<file path="config.mk">
export PLATFORM = sky130hd
export DESIGN_NAME = conv1d_stream_unit
export DESIGN_NICKNAME = d
export VERILOG_FILES = /design/src/rtl/conv1d_stream_unit.sv
export SDC_FILE = /design/constraint.sdc
export NUM_CORES = 1
export LEC_CHECK = 0
export CAP_MARGIN = 0
export CORE_MARGIN = 2
export CORE_UTILIZATION = 60
export CTS_CLUSTER_DIAMETER = 50
export CTS_CLUSTER_SIZE = 40
export DETAILED_ROUTE_END_ITERATION = 10
export GPL_TIMING_DRIVEN = 0
export PLACE_DENSITY = 0.8
export SYNTH_ARGS = -nofsm -noshare
export SYNTH_HDL_FRONTEND = slang
export SYNTH_SLANG_ARGS = --single-unit
</file>
<file path="constraint.sdc">
create_clock -name clk -period 9.95 [get_ports clk]
set_input_delay 0.995 -clock clk [delete_from_list [all_inputs] [get_ports clk]]
set_output_delay 0.995 -clock clk [all_outputs]
set_load 0.1 [all_outputs]
</file>
<file path="src/rtl/conv1d_stream_unit.sv">
// conv1d_stream_unit: streaming 1-D convolution.
// A KLEN-deep sample window feeds a one-tap-per-cycle signed MAC.
// Samples arrive over a valid/ready stream, and results leave over a second valid/ready stream.
// Frames restart on in_last, and the runtime stride spaces the outputs.
// Optional feature macro: CONV_BIAS_EN. It adds a signed bias port, and the bias becomes the accumulator start value.
module conv1d_stream_unit #(
    parameter int unsigned DATA_W   = 16,
    parameter int unsigned KLEN     = 4,
    parameter int unsigned STRIDE_W = 4,
`ifdef CONV_BIAS_EN
    localparam int unsigned RES_W   = 2 * DATA_W + $clog2(KLEN) + 1
`else
    localparam int unsigned RES_W   = 2 * DATA_W + $clog2(KLEN)
`endif
) (
    input  logic                     clk,
    input  logic                     rst,
    input  logic [DATA_W-1:0]        in_data,
    input  logic                     in_last,
    input  logic                     in_valid,
    output logic                     in_ready,
    input  logic [KLEN*DATA_W-1:0]   kernel,
    input  logic [STRIDE_W-1:0]      stride,
`ifdef CONV_BIAS_EN
    input  logic [DATA_W-1:0]        bias,
`endif
    output logic [RES_W-1:0]         result,
    output logic                     out_last,
    output logic                     out_valid,
    input  logic                     out_ready
);

    localparam int unsigned IDX_W  = (KLEN > 1) ? $clog2(KLEN) : 1;
    localparam int unsigned FILL_W = $clog2(KLEN + 1);
    localparam int unsigned PROD_W = 2 * DATA_W;

    typedef enum logic [1:0] {IDLE, CALC, HOLD} state_t;

    state_t                  state;
    state_t                  state_next;

    logic [DATA_W-1:0]       win    [KLEN];
    logic [DATA_W-1:0]       op_win [KLEN];
    logic [DATA_W-1:0]       op_k   [KLEN];
    logic                    op_last;
    logic [FILL_W-1:0]       fill;
    logic [STRIDE_W-1:0]     phase;
    logic [IDX_W-1:0]        idx;
    logic signed [RES_W-1:0] acc;

    logic [STRIDE_W-1:0]     eff_stride_c;
    logic                    full_post_c;
    logic                    trig_pending_c;
    logic                    accept_c;
    logic                    trigger_c;
    logic                    mac_en_c;
    logic                    last_mac_c;
    logic signed [PROD_W-1:0] prod_c;
    logic signed [RES_W-1:0] acc_sum_c;
    logic signed [RES_W-1:0] acc_init_c;

    // Trigger decode: the window is full after this shift and the stride phase is at zero.
    assign eff_stride_c   = (stride == '0) ? STRIDE_W'(1) : stride;
    assign full_post_c    = (fill >= FILL_W'(KLEN - 1));
    assign trig_pending_c = full_post_c && (phase == '0);
    assign accept_c       = in_valid && in_ready;
    assign trigger_c      = accept_c && trig_pending_c;

    // MAC datapath: the current tap product, sign-extended into the accumulator.
    assign prod_c    = PROD_W'($signed(op_win[idx])) * PROD_W'($signed(op_k[idx]));
    assign acc_sum_c = acc + RES_W'(prod_c);
`ifdef CONV_BIAS_EN
    assign acc_init_c = RES_W'($signed(bias));
`else
    assign acc_init_c = '0;
`endif

    // State register.
    always_ff @(posedge clk) begin
        if (rst) state <= IDLE;
        else     state <= state_next;
    end

    // Next-state logic.
    always_comb begin
        state_next = state;
        unique case (state)
            IDLE:    if (trigger_c) state_next = CALC;
            CALC:    if (idx == IDX_W'(KLEN - 1)) state_next = HOLD;
            HOLD:    if (out_ready) state_next = trigger_c ? CALC : IDLE;
            default: state_next = IDLE;
        endcase
    end

    // Control outputs: only triggering samples are held off while a result is in flight.
    always_comb begin
        in_ready   = 1'b0;
        mac_en_c   = 1'b0;
        last_mac_c = 1'b0;
        in_ready   = (state == IDLE) || ((state == HOLD) && out_ready) || !trig_pending_c;
        mac_en_c   = (state == CALC);
        last_mac_c = (state == CALC) && (idx == IDX_W'(KLEN - 1));
    end

    // Live sample window, fill count and stride phase.
    always_ff @(posedge clk) begin
        if (rst) begin
            for (int i = 0; i < KLEN; i++) win[i] <= '0;
            fill  <= '0;
            phase <= '0;
        end else if (accept_c) begin
            win[0] <= in_data;
            for (int i = 1; i < KLEN; i++) win[i] <= win[i-1];
            if (in_last) begin
                fill  <= '0;
                phase <= '0;
            end else begin
                fill <= full_post_c ? FILL_W'(KLEN) : fill + FILL_W'(1);
                if (full_post_c)
                    phase <= (phase >= eff_stride_c - STRIDE_W'(1)) ? '0 : phase + STRIDE_W'(1);
            end
        end
    end

    // Operand snapshot, sequential MAC and result hold.
    always_ff @(posedge clk) begin
        if (rst) begin
            for (int i = 0; i < KLEN; i++) begin
                op_win[i] <= '0;
                op_k[i]   <= '0;
            end
            op_last   <= 1'b0;
            acc       <= '0;
            idx       <= '0;
            result    <= '0;
            out_last  <= 1'b0;
            out_valid <= 1'b0;
        end else begin
            out_valid <= (state_next == HOLD);
            if (trigger_c) begin
                op_win[0] <= in_data;
                for (int i = 1; i < KLEN; i++) op_win[i] <= win[i-1];
                for (int i = 0; i < KLEN; i++) op_k[i] <= kernel[i*DATA_W +: DATA_W];
                op_last <= in_last;
                acc     <= acc_init_c;
                idx     <= '0;
            end else if (mac_en_c) begin
                acc <= acc_sum_c;
                idx <= idx + IDX_W'(1);
                if (last_mac_c) begin
                    result   <= acc_sum_c;
                    out_last <= op_last;
                end
            end
        end
    end

endmodule

</file>
### Word-level counts from Yosys, hierarchy flattened

Memories as Yosys holds them, arrays and structs flattened. A register that Yosys moved wholly into a read port is not among the register bits.
Index checks and enable logic that the tools add are counted.
Widths: inputs -> output; s select.

* RAM bits: 192
* register bits: 82
* memories kept: 3

Memory list
* op_k: words 4, width 16, rd ports 1, clocked after Yosys merged registers in 1, wr ports 4, line 44 `logic [DATA_W-1:0] op_k [KLEN];`
* op_win: words 4, width 16, rd ports 1, clocked after Yosys merged registers in 1, wr ports 4, line 43 `logic [DATA_W-1:0] op_win [KLEN];`
* win: words 4, width 16, rd ports 3, clocked after Yosys merged registers in 0, wr ports 4, line 42 `logic [DATA_W-1:0] win [KLEN];`

* muxes and demuxes: 35
* equality and inequality tests: 4
* multipliers: 1
* add/sub/neg operators: 5
* bitwise operators: 13
* reductions and logical operators: 15
* $lt $le $gt $ge: 2

Operators by type and width (number)
* $mux 16: 12
* $add 34x32->34: 1
* $mul 16x16->32: 1
* $mux 4: 4
* $mux 2: 7
* $or 1x1->1: 12
* $mux 1: 9
* $logic_not 4->1: 2
* $eq 2x2->1 const B: 3
* $mux 3: 2
* $pmux 2 s3: 1
* $logic_and 1x1->1: 5
* $add 4x1->4 const B: 1
* $ge 4x4->1: 1
* $sub 4x1->4 const B: 1
* $add 3x1->3 const B: 1
* $ge 3x2->1 const B: 1
* $reduce_and 3->1: 1
* $add 2x1->2 const B: 1
* $eq 2x1->1 const B: 1
* $logic_not 2->1: 1
* $logic_or 1x1->1: 2
* $reduce_and 2->1: 1
* $reduce_bool 2->1: 1
* other kinds (3): 3

### Depth between registers and ports, before layout

* depth after elaboration: 10
* depth in mapped cells: 31
* mapped depth without buffers: 27

### Worst setup path before layout

Ideal clock, no wire load.

* path type: reg-to-reg
* start point: register with a tool-made name
* end point: register acc[32]
* library setup time: 0.070 ns
* data arrival time: 6.985 ns
* buffers on the path: 4
* cell stages (with the launch flop): 28
* clock period less this slack: 7.055 ns
* setup slack: 2.895 ns
* cells stage by stage: dfxtp_1 clkbuf_1 buf_2 buf_2 buf_1 nand2_1 o21ai_1 nor2_1 fa_1 inv_1 fa_1 inv_1 fa_1 inv_1 fa_1 fa_1 fa_1 inv_1 ha_1 a21oi_1 o21ai_0 a311o_1 a21oi_1 o31ai_1 a31oi_1 xnor2_1 nand2_1 a21oi_1

RTL lines
* end signal: assignment: line 145 `acc <= acc_init_c;`
* end signal: assignment: line 148 `acc <= acc_sum_c;`
* end: declaration: line 49 `logic signed [RES_W-1:0] acc;`

==> results.ini <==
[synthesis]
synth.top_cell.area_share_pct = 28.0
ys_seq_area_share_pct = 31.9
synth_edf_count = 176
synthFlopType = edfxtp_1
synthCells = 2095
ys_types = 61
yosysTopAreaCell = fa_1
synth.net_count = 2601
synth.area.top_cells = fa_1 28%, edfxtp_1 24%, dfxtp_1 7.7%
synth_seq_cells = 260
yosys_warnings = 0
async_flop_share_pct = 0
synth_common_cells = 334 x inv_1, 305 x fa_1, 281 x nand2_1
synth_most_common_cell = inv_1
synth_area_per_cell_um2 = 10.4
syn_area_um2 = 21800

[job]
maxCapViolCount = 0

[worst_setup_path]
crit_path_top_delay_cell = fa_1
critPathBufInv = 8
arrival_ps = 9330
r2r-end = acc[30]$_SDFFE_PP0P_
r2r_slack_ps = 1090
crit_type = register to register
path_depth = 27
cp.required_ps = 10410
crit_family = adder cells
cp_max_fo = 10
startpoint_type = register
cp_slowest_stage_delay_ps = 710
endpoint_kind = register
crit_top_cell = fa_1
rr_worst_depth = 27

[floorplan]
fp.dieW_um = 195
row_count = 69
start_util_pct = 61.2
dieArea_um2 = 37900
fp.dieH_um = 195
ios = 126
core_area_um2 = 35700

[sta]
worst_slew_pin_slew_ps = 1460
slew_violations = 0
slew_headroom_pct = 1.97
finalClockSkew_ps = 41.8
finalHoldViolations = 0
max_freq_mhz = 113
setup_viol = 0
period_share_pct = 89.1
fin_ws_ps = 1090
fin_crit_ps = 8860
finalSetupTns_ps = 0
rsz0062_at_grt = no

[final_layout]
multi_input_area_um2 = 13200
finalInstanceArea_um2 = 24600
fillerInstances = 2700
drive_gt1_share_pct = 5.39
nets = 2753
post-route-util_pct = 69.0
register_area_um2 = 6970
area_delta_synth_final_pct = 12.8

[route]
viasPerCell = 5.75
final_antenna_net_count = 0
vias = 15692
dr.pass1.iters = 5
drc_errors = 0
wl_per_cell_um = 20.5
drt-initial-drc-count = 1224
wirelength_mm = 56.0

[placement]
postPlaceCellArea_um2 = 23700
post-dp-hpwl_mm = 45.3
preCtsSetupSlack_ps = 1250
port_buffers = 124
place.gp.congestion = 0.973

[clock_tree]
cts_sinks = 260
clock_latency_ps = 560
clk_pin_slew_worst_paths_ps = 80
cts_tree = yes
cts_root_buf = clkbuf_16
cts_setup_buffers = 0
cts_resized = 0
h-tree-depth = 1
cts_hold_buf = 0
cts_buffers = 24
clockBufferDepth = 3

[min_path]
worstHoldStart = result[17]$_SDFFE_PP0P_
holdPathStages = 2
holdPathEnd = result[17]$_SDFFE_PP0P_
hp-class = register to register

[global_route]
grt_pass1_wl_mm = 90.0
grt_pass1_vias = 16842
grtUsageTotal_pct = 30.8
grt_max_degree = 111
grt_antenna_before_repair = 1
grt_overflow = 0

[pwr]
power_density_nw_per_um2 = 201
ir_worst_vdd_mv = 0.198
p_leak_nw = 10.9
fin_total_pwr_mw = 4.95

[run_status]
status = finished, final reports clean

==> cell usage in the layout, fill, tap and decap left out, types with 6 or more instances in the layout <==
cell type / instances
nor3_1: 12
buf_1: 8
nor2b_1: 12
clkbuf_1: 56
clkdlybuf4s50_1: 124
o21ai_0: 18
ha_1: 112
inv_1: 334
o21ai_1: 18
o21a_1: 22
clkbuf_16: 24
nand2_1: 280
mux2i_1: 23
fa_1: 305
mux4_2: 12
a211oi_1: 9
edfxtp_1: 176
inv_8: 6
mux2_2: 19
xnor2_1: 29
a21o_1: 11
nand2b_1: 17
buf_2: 22
a31oi_1: 7
nand3_1: 18
and2_1: 160
a21oi_1: 93
xor2_1: 10
dfxtp_1: 84
and3_1: 58
nor2_1: 116
==> state kept, by name, summed over array words and instances (netlist names), named ones only <==
signal,count
phase,4
acc,34
out_valid,1
state,2
result,34
op_last,1
op_k,64
op_win,64
out_last,1
idx,2
fill,3
win,48
==> per-layer routing <==
layer,routed length [µm],part of all wire (%),track usage (%),vias up
met5,0,0,0,-
met4,2220,4.0,10.7,0
met3,4440,7.9,4.23,151
met2,27500,49,53.0,681
met1,21900,39,40.3,7890
li1,-,-,-,6970
==> how the worst max path moves through the flow <==
stage | from | to | slack, ps
6_report | register | acc[30]$_SDFFE_PP0P_ | 1090
3_3_place_gp | register | acc[32]$_SDFFE_PP0P_ | 1420
2_1_floorplan | register | acc[32]$_SDFFE_PP0P_ | 2890
5_1_grt | register | acc[32]$_SDFFE_PP0P_ | 710
3_5_place_dp | register | acc[32]$_SDFFE_PP0P_ | 1250
4_1_cts | register | acc[32]$_SDFFE_PP0P_ | 1160
==> final cells by class <==
cell class	count	share of cell area [%]
Sequential cell	260	28.3
Tap cell	461	2.34
Buffer	87	1.53
Antenna cell	1	0.0102
Clock buffer	26	2.47
Clock inverter	18	1.27
Multi-Input combinational cell	1412	53.7
Timing Repair Buffer	126	5.24
Inverter	336	5.13
==> metrics by stage <==
stage / instances / hold WS, ps
after global routing: 2726 / 479
after detailed placement: 2682 / 449
after floorplan: 2095 / 432
final: 2727 / 459
after CTS: 2726 / 460
after global placement: 2680 / 445
==> worst min-delay path: cells and delay by family (launching register included) <==
family | cells | cell delay (ps)
flip-flops | 1 | 320
AND/OR/NAND/NOR | 1 | 50
AO/OA/AOI/OAI | 1 | 50
==> power by group <==
group	total (mW)	internal (mW)	leakage [nW]	switching, mW
sequential	1.20	1.19	2.53	0.0118
clock	1.06	0.581	0.446	0.475
combinational	2.70	1.02	7.92	1.68
==> cell families after synthesis <==
logic type	count (synthesis)	share of synthesized area, %
and+or+nand+nor	692	15.3
buffers and inverters	423	7.48
adders and majority gates	417	34.4
DFF	260	31.9
AOI/OAI and AO/OA	208	5.90
muxes	55	3.34
xor gates and xnor gates	40	1.64
(Power assumes the default switching activity.)
